**src/rtl/pc_ctrl.sv**
```systemverilog
// Program-counter controller for the multicycle NPC core.
// Holds the architectural PC and offers it to the IFU through a valid/ready
// handshake. It then waits for the EXU resolution of that instruction and
// picks the next PC: sequential, branch/jump target, or trap vector. It also
// counts retired instructions and reports halt and misaligned-target status.
module pc_ctrl #(
    parameter int unsigned       XLEN       = 32,
    parameter logic [XLEN-1:0]   RESET_VEC  = 32'h8000_0000,
    parameter int unsigned       INST_BYTES = 4,
    parameter int unsigned       ALIGN_BITS = 2,
    parameter int unsigned       CNT_W      = 64
) (
    input  logic             clk,
    input  logic             rst,
    output logic             pc_valid,
    input  logic             pc_ready,
    output logic [XLEN-1:0]  pc_out,
    input  logic             ex_valid,
    output logic             ex_ready,
    input  logic [2:0]       ex_br_type,
    input  logic             ex_cmp,
    input  logic [XLEN-1:0]  ex_target,
    input  logic             trap_valid,
    input  logic [XLEN-1:0]  trap_vec,
    input  logic             halt,
    output logic [CNT_W-1:0] instret,
    output logic             halted,
    output logic             misalign
);

    localparam logic [2:0] BR_NONE = 3'd0;
    localparam logic [2:0] BR_EQ   = 3'd1;
    localparam logic [2:0] BR_NE   = 3'd2;
    localparam logic [2:0] BR_LT   = 3'd3;
    localparam logic [2:0] BR_GE   = 3'd4;
    localparam logic [2:0] BR_LTU  = 3'd5;
    localparam logic [2:0] BR_GEU  = 3'd6;
    localparam logic [2:0] BR_JUMP = 3'd7;

    typedef enum logic [1:0] {
        S_BOOT  = 2'd0,
        S_ISSUE = 2'd1,
        S_WAIT  = 2'd2,
        S_HALT  = 2'd3
    } state_t;

    state_t            state_q, state_d;
    logic [XLEN-1:0]   pc_q, pc_d;
    logic [CNT_W-1:0]  instret_q, instret_d;
    logic              misalign_q, misalign_d;

    logic              taken;
    logic              tgt_misaligned;
    logic [XLEN-1:0]   seq_pc;

    // Sequential successor; the adder simply wraps at the top of the address space.
    assign seq_pc = pc_q + XLEN'(INST_BYTES);

    // Alignment check on the target's low bits; a zero width disables it entirely.
    generate
        if (ALIGN_BITS > 0) begin : g_align
            assign tgt_misaligned = |ex_target[ALIGN_BITS-1:0];
        end else begin : g_no_align
            assign tgt_misaligned = 1'b0;
        end
    endgenerate

    // Branch decision: ex_cmp means "operands differ" for EQ/NE, "less than" otherwise.
    always_comb begin
        taken = 1'b0;
        case (ex_br_type)
            BR_NONE: taken = 1'b0;
            BR_EQ:   taken = !ex_cmp;
            BR_NE:   taken = ex_cmp;
            BR_LT:   taken = ex_cmp;
            BR_GE:   taken = !ex_cmp;
            BR_LTU:  taken = ex_cmp;
            BR_GEU:  taken = !ex_cmp;
            BR_JUMP: taken = 1'b1;
            default: taken = 1'b0;
        endcase
    end

    // Next-state logic: issue, wait for the resolution, then select the next PC.
    always_comb begin
        state_d    = state_q;
        pc_d       = pc_q;
        instret_d  = instret_q;
        misalign_d = 1'b0;
        case (state_q)
            S_BOOT: begin
                state_d = halt ? S_HALT : S_ISSUE;
            end
            S_ISSUE: begin
                // halt is deliberately ignored here; the offer is never withdrawn.
                if (pc_ready) begin
                    state_d = S_WAIT;
                end
            end
            S_WAIT: begin
                if (ex_valid) begin
                    state_d = halt ? S_HALT : S_ISSUE;
                    if (trap_valid) begin
                        pc_d = trap_vec;
                    end else if (taken && tgt_misaligned) begin
                        // Keep the faulting PC visible and stop; nothing retires.
                        misalign_d = 1'b1;
                        state_d    = S_HALT;
                    end else if (taken) begin
                        pc_d      = ex_target;
                        instret_d = instret_q + CNT_W'(1);
                    end else begin
                        pc_d      = seq_pc;
                        instret_d = instret_q + CNT_W'(1);
                    end
                end
            end
            S_HALT: begin
                state_d = S_HALT;
            end
            default: begin
                state_d = S_BOOT;
            end
        endcase
    end

    // State registers; reset wins over any handshake pending in the same cycle.
    always_ff @(posedge clk) begin
        if (rst) begin
            state_q    <= S_BOOT;
            pc_q       <= RESET_VEC;
            instret_q  <= '0;
            misalign_q <= 1'b0;
        end else begin
            state_q    <= state_d;
            pc_q       <= pc_d;
            instret_q  <= instret_d;
            misalign_q <= misalign_d;
        end
    end

    assign pc_valid = (state_q == S_ISSUE);
    assign ex_ready = (state_q == S_WAIT);
    assign halted   = (state_q == S_HALT);
    assign pc_out   = pc_q;
    assign instret  = instret_q;
    assign misalign = misalign_q;

endmodule

```
**config.mk**
```make
export PLATFORM = sky130hd
export DESIGN_NAME = pc_ctrl
export DESIGN_NICKNAME = d
export VERILOG_FILES = /design/src/rtl/pc_ctrl.sv
export SDC_FILE = /design/constraint.sdc
export NUM_CORES = 1
export LEC_CHECK = 0
export ABC_CLOCK_PERIOD_IN_PS = 3150
export BUFFER_PORTS_ARGS = -buffer_cell sky130_fd_sc_hd__clkbuf_2
export CAP_MARGIN = 20
export CORE_UTILIZATION = 47
export CTS_BUF_LIST = sky130_fd_sc_hd__clkbuf_16
export CTS_CLUSTER_DIAMETER = 60
export DETAILED_ROUTE_END_ITERATION = 7
export PLACE_DENSITY = 0.77
export RECOVER_POWER = 50
export SLEW_MARGIN = 10
export SYNTH_ARGS = -nofsm -noshare
export SYNTH_HDL_FRONTEND = slang
export SYNTH_SLANG_ARGS = --single-unit
```
**constraint.sdc**
```tcl
create_clock -name clk -period 3.15 [get_ports clk]
set_input_delay 0.945 -clock clk [delete_from_list [all_inputs] [get_ports clk]]
set_output_delay 0.945 -clock clk [all_outputs]
set_load 0.02 [all_outputs]
```
Word-level counts from Yosys, hierarchy flattened
Index checks and enable logic that the tools add are counted.

Bits of input ports: 74. Logic and storage cells: 45. Bits in writable memories: 0. Register bits: 99. Memories: 0. Memory bits (read-only): 0. Bits in latches: 0.

Eq/ne operators: 13. Divide/modulo/power cells: 0. Shift operators: 0. Add/sub/neg operators: 2. Reduce and logical (&&, ||, !) cells: 11. Multiply operators: 0. Bitwise operators: 4. $lt $le $gt $ge: 0. Multiplexer cells: 11.

Operators by type and width (number): 32-bit two-way mux (3); 64-bit by 1-bit adder with 64-bit output, second input constant (1); 32-bit by 3-bit adder with 32-bit output, second input constant (1); 3-bit equality test, second input constant (4); 2-bit two-way mux (5); 2-bit case mux with 4 select lines (1); 3-bit by 2-bit equality test with 1-bit output, second input constant (2); 3-bit OR reduction (2); 2-bit equality test, second input constant (2); 2-bit inequality test, second input constant (2); 1-bit NOT (4); 1-bit case mux with 4 select lines (1); 4-bit AND reduction (1); 4-bit OR reduction (1); 3-bit by 1-bit equality test with 1-bit output, second input constant (1); 3-bit zero test (1); 3-bit AND reduction (1); 2-bit by 1-bit equality test with 1-bit output, second input constant (1); 2-bit zero test (1); 2-bit by 1-bit inequality test with 1-bit output, second input constant (1); 2-bit AND reduction (1); 2-bit OR reduction (1); 1-bit logical AND (1); 1-bit zero test (1); 1-bit two-way mux (1).

Longest topological paths before layout
Depth after elaboration: 8. Mapped depth: 10.

Least setup slack after synthesis
No wires, ideal clock.

Path kind: input-to-reg. From: input ex_br_type[2]. To: register instret_q[58], in the netlist instret[58]. Setup slack: 130 ps. Buffers on the path: 3. Data arrival time: 2950 ps. Cell stages on the path: 9. Required time: 3080 ps. Cell sequence: buf_6 -> or2_0 -> a21o_1 -> a31o_2 -> or3_1 -> buf_2 -> buf_6 -> or4_1 -> a21oi_1.

Longest elaborated chain between the ends: 6. Elaborated cells between the ends (all ways): 14. Those cells by class: 7 x eq/ne; 1 x mux; 1 x bitwise; 5 x reduce/logical.

RTL lines: from (decl) (line 20) `input logic [2:0] ex_br_type,`; 3-bit equality test (tied with other cells) (line 71) `case (ex_br_type)`; 3-bit OR reduction (no line); 1-bit case mux with 4 select lines (*) (line 71); 1-bit logical AND (*) (line 105) `end else if (taken && tgt_misaligned) begin`; 1-bit NOT (no line) (*); 4-bit AND reduction (no line) (*); to (signal assigned) (line 137) `instret_q <= instret_d;`; to (decl) (line 49) `logic [CNT_W-1:0] instret_q, instret_d;`.

Mark *: on every way between the ends. The rest lies on a longest branch, timed or not. A chain may end at the register's enable or synchronous reset.

Worst setup path after layout
From: input ex_cmp. To: register instret_q[42], in the netlist instret[42].

Longest elaborated chain between the ends: 5.

RTL lines: from (decl) (line 21) `input logic ex_cmp,`; 1-bit zero test (line 73, 76, 78); 1-bit case mux with 4 select lines (*) (line 71); 1-bit logical AND (*) (line 105); 1-bit NOT (no line) (*); 4-bit AND reduction (no line) (*).

Marked as above.

==> out/results.ini <==
[status]
status = finished with violations
violations = capacitance limit, slew limit

[routing]
ant_nets = 0
met2_length_mm = 7.636
drcViolationCount = 0
wl_per_cell_um = 16.15
routed.top_layer = met4
wl_mm = 16.60
drt_iter0_drc = 512
wl_met3_mm = 1.364
met1_length_mm = 7.211
vias = 6090
drt-pass1-iter-count = 6
vias_per_cell = 5.924

[critical_path]
cp_data_arrival_time_ns = 3.16
rr_startpoint = instret[24]
worst-path-stages = 8
path_buf_inv = 2
start_kind = input port
worstPathRequired_ns = 3.39
reg2reg_depth = 7
crit_path_max_fanout = 15
crit_top_cell = or3_1
slowest_delay_ns = 0.58
timing.rr.end = instret[42]
crit_type = input port to register
cp_cell_sequence = clkbuf_2, nor3b_1, nor3_1, a31o_2, or3_1, buf_4, or3_1, a21oi_1
cp-endpoint = instret[42]
crit_family = simple AND/OR/NAND/NOR gates
slowest_stage = or3_1
cp-end-kind = register
r2r_setup_slack_ns = 0.47
startpoint = ex_cmp

[clock_tree]
cts_num_sinks = 99
cts_buffers = 9
clk_pin_slew_worst_paths_ns = 0.07
cts_tree = done
clk_latency_ns = 0.34
postCtsSetupBuffers = 0
clockRootBuffer = clkbuf_16
hold_buffers = 0
htree_levels = 3
ctsResizeCount = 0
clockBufferDepth = 2

[placement]
port_buffers = 173
dp_slack_ns = 0.02079
place_hpwl_mm = 11.82
gp_congestion = 0.8912

[timing]
rsz0062_at_grt = false
fin_tns_setup_ns = 0
tightest_slew_ns = 1.648
slew_violations = 81
timing.fmax_mhz = 343.2
period_needed_ns = 2.914
whs_ns = 0.4993
finalCritPeriodShare_pct = 92.50
worst_slack_ns = 0.2364
slew_headroom_pct = -9.882
fin_skew_ns = 0.005121
hold_viol_final = 0
setup_violations = 0

[synth]
synth_edf_count = 0
yosysTopAreaCellShare_pct = 35.89
ys_async_sr_fraction_pct = 0
yosysUniqueCellTypes = 58
synth_flop_cell = dfxtp_1
yosys_warnings = 0
postSynthAreaPerCell_um2 = 7.788
syn_nets = 785
synth_top_cell_by_area = dfxtp_1
ys_seq_area_share_pct = 35.89
syn_inst = 709
synth_area_mm2 = 0.005522
ys_seq_elements = 99
ys_top_cells_by_area = dfxtp_1 36%, a21oi_1 5.8%, xnor2_1 5.2%

[floorplanning]
io_pins = 174
die_width_um = 110.4
core_mm2 = 0.01142
die_h_um = 110.4
start_util_pct = 48.36
rows = 39
die-area_mm2 = 0.01219

[layout]
drive_gt1_share_pct = 15.03
fin_nets = 956
mostFrequentLayoutCells = 99 x dfxtp_1, 98 x clkbuf_1, 75 x clkbuf_2
area_growth_pct = 23.41
diodes = 0
layout_commonest_cell = dfxtp_1

[power]
p_clk_share_pct = 39.8
p_comb_share_pct = 13.0
switchingPower_uw = 744.6
p_sw_share_pct = 26.83
internal-power_uw = 2031
p_seq_share_pct = 47.2
ir_worst_vdd_mv = 0.2204
leakagePower_uw = 0.002311
cellPowerDensity_mw_per_mm2 = 407.3

[global_route]
grt_first_pass_wirelength_mm = 26.40
antenna_found_initial = 0
grt_max_degree = 81
grt.overflow.total = 0
grt_usage_pct = 27.43
grt_pass1_vias = 5421

[run]
drv_cap = 1

[hold_path]
hp-class = register to register

layout make-up:
cell class | count | area, um2
sequential | 99 | 1982
multi-input combinational | 554 | 3336
tap | 143 | 178.9
timing repair buffer | 204 | 975.9
clock inverter | 7 | 71.32
fill | 1134 | 4604
inverter | 12 | 45.04
clock buffer | 9 | 225.2
per-stage QoR:
step                power [uW]  instance area (um2)  std cells  utilization, %
global placement          1696                 6655       1012           58.28
CTS                       2797                 6952       1028           60.88
floorplan                 1543                 5522        709               -
global route              2886                 6814       1028           59.68
detailed placement        1699                 6655       1012           58.28
finish                    2775                 6814       1028           59.68
logic make-up (layout without fill, tap and decap cells):
group,after synthesis,in the layout,synth area share [%]
mux,4,4,0.7931
flops,99,99,35.89
compound gates,177,177,20.49
xor+xnor,50,50,7.931
simple gates,321,321,30.30
fa+ha+maj,2,2,0.4531
buf+inv,56,232,4.147
power groups by stage:
stage | Combinational [uW] | Sequential (uW) | Clock, uW
3_5_place_dp | 362 | 1340 | 0
6_report | 360 | 1310 | 1110
2_1_floorplan | 191 | 1350 | 0
5_1_grt | 396 | 1310 | 1180
3_3_place_gp | 359 | 1340 | 0
4_1_cts | 365 | 1310 | 1120
worst min-delay path: stages (launching register included):
cell     delay [ns]
dfxtp_1        0.33
o31ai_1        0.07
a21oi_1        0.05
cells in the mapped netlist, types with 4 or more instances:
| library cell | number |
|---|---|
| dfxtp_1 | 99 |
| nor2_1 | 74 |
| a21oi_1 | 64 |
| nand2_1 | 52 |
| nand3_1 | 40 |
| clkbuf_1 | 38 |
| xnor2_1 | 33 |
| nor3_1 | 31 |
| nand4_1 | 24 |
| o21ai_0 | 24 |
| or3_1 | 24 |
| a211oi_1 | 21 |
| o211ai_1 | 20 |
| xor2_1 | 17 |
| o31ai_1 | 15 |
| and3_1 | 13 |
| inv_1 | 12 |
| or4_1 | 12 |
| nor4_1 | 10 |
| a31oi_1 | 8 |
| nand2b_1 | 8 |
| and2_1 | 7 |
| and4_1 | 7 |
| a211o_1 | 4 |
| nor2b_1 | 4 |
| nor3b_1 | 4 |
state kept, by name, indices dropped and copies added, names as in the netlist:
name	cells
state_q	2
instret	64
pc_out	32
misalign	1
per-layer routing:
layer,track usage (%),vias up
met5,0,-
met4,11.56,0
met1,36.99,2806
met2,43.21,284
met3,4.527,37
li1,-,2963
how the worst min path moves through the flow:
stage                            from          end  slack, ns  depth (start not counted)
after floorplan            state_q[1]   state_q[0]       0.52                          2
after global routing      instret[48]  instret[48]       0.53                          2
final                     instret[61]  instret[61]       0.50                          2
after global placement    instret[61]  instret[61]       0.49                          2
after CTS                 instret[61]  instret[61]       0.50                          2
after detailed placement  instret[61]  instret[61]       0.49                          2
(Power assumes the default switching activity.)
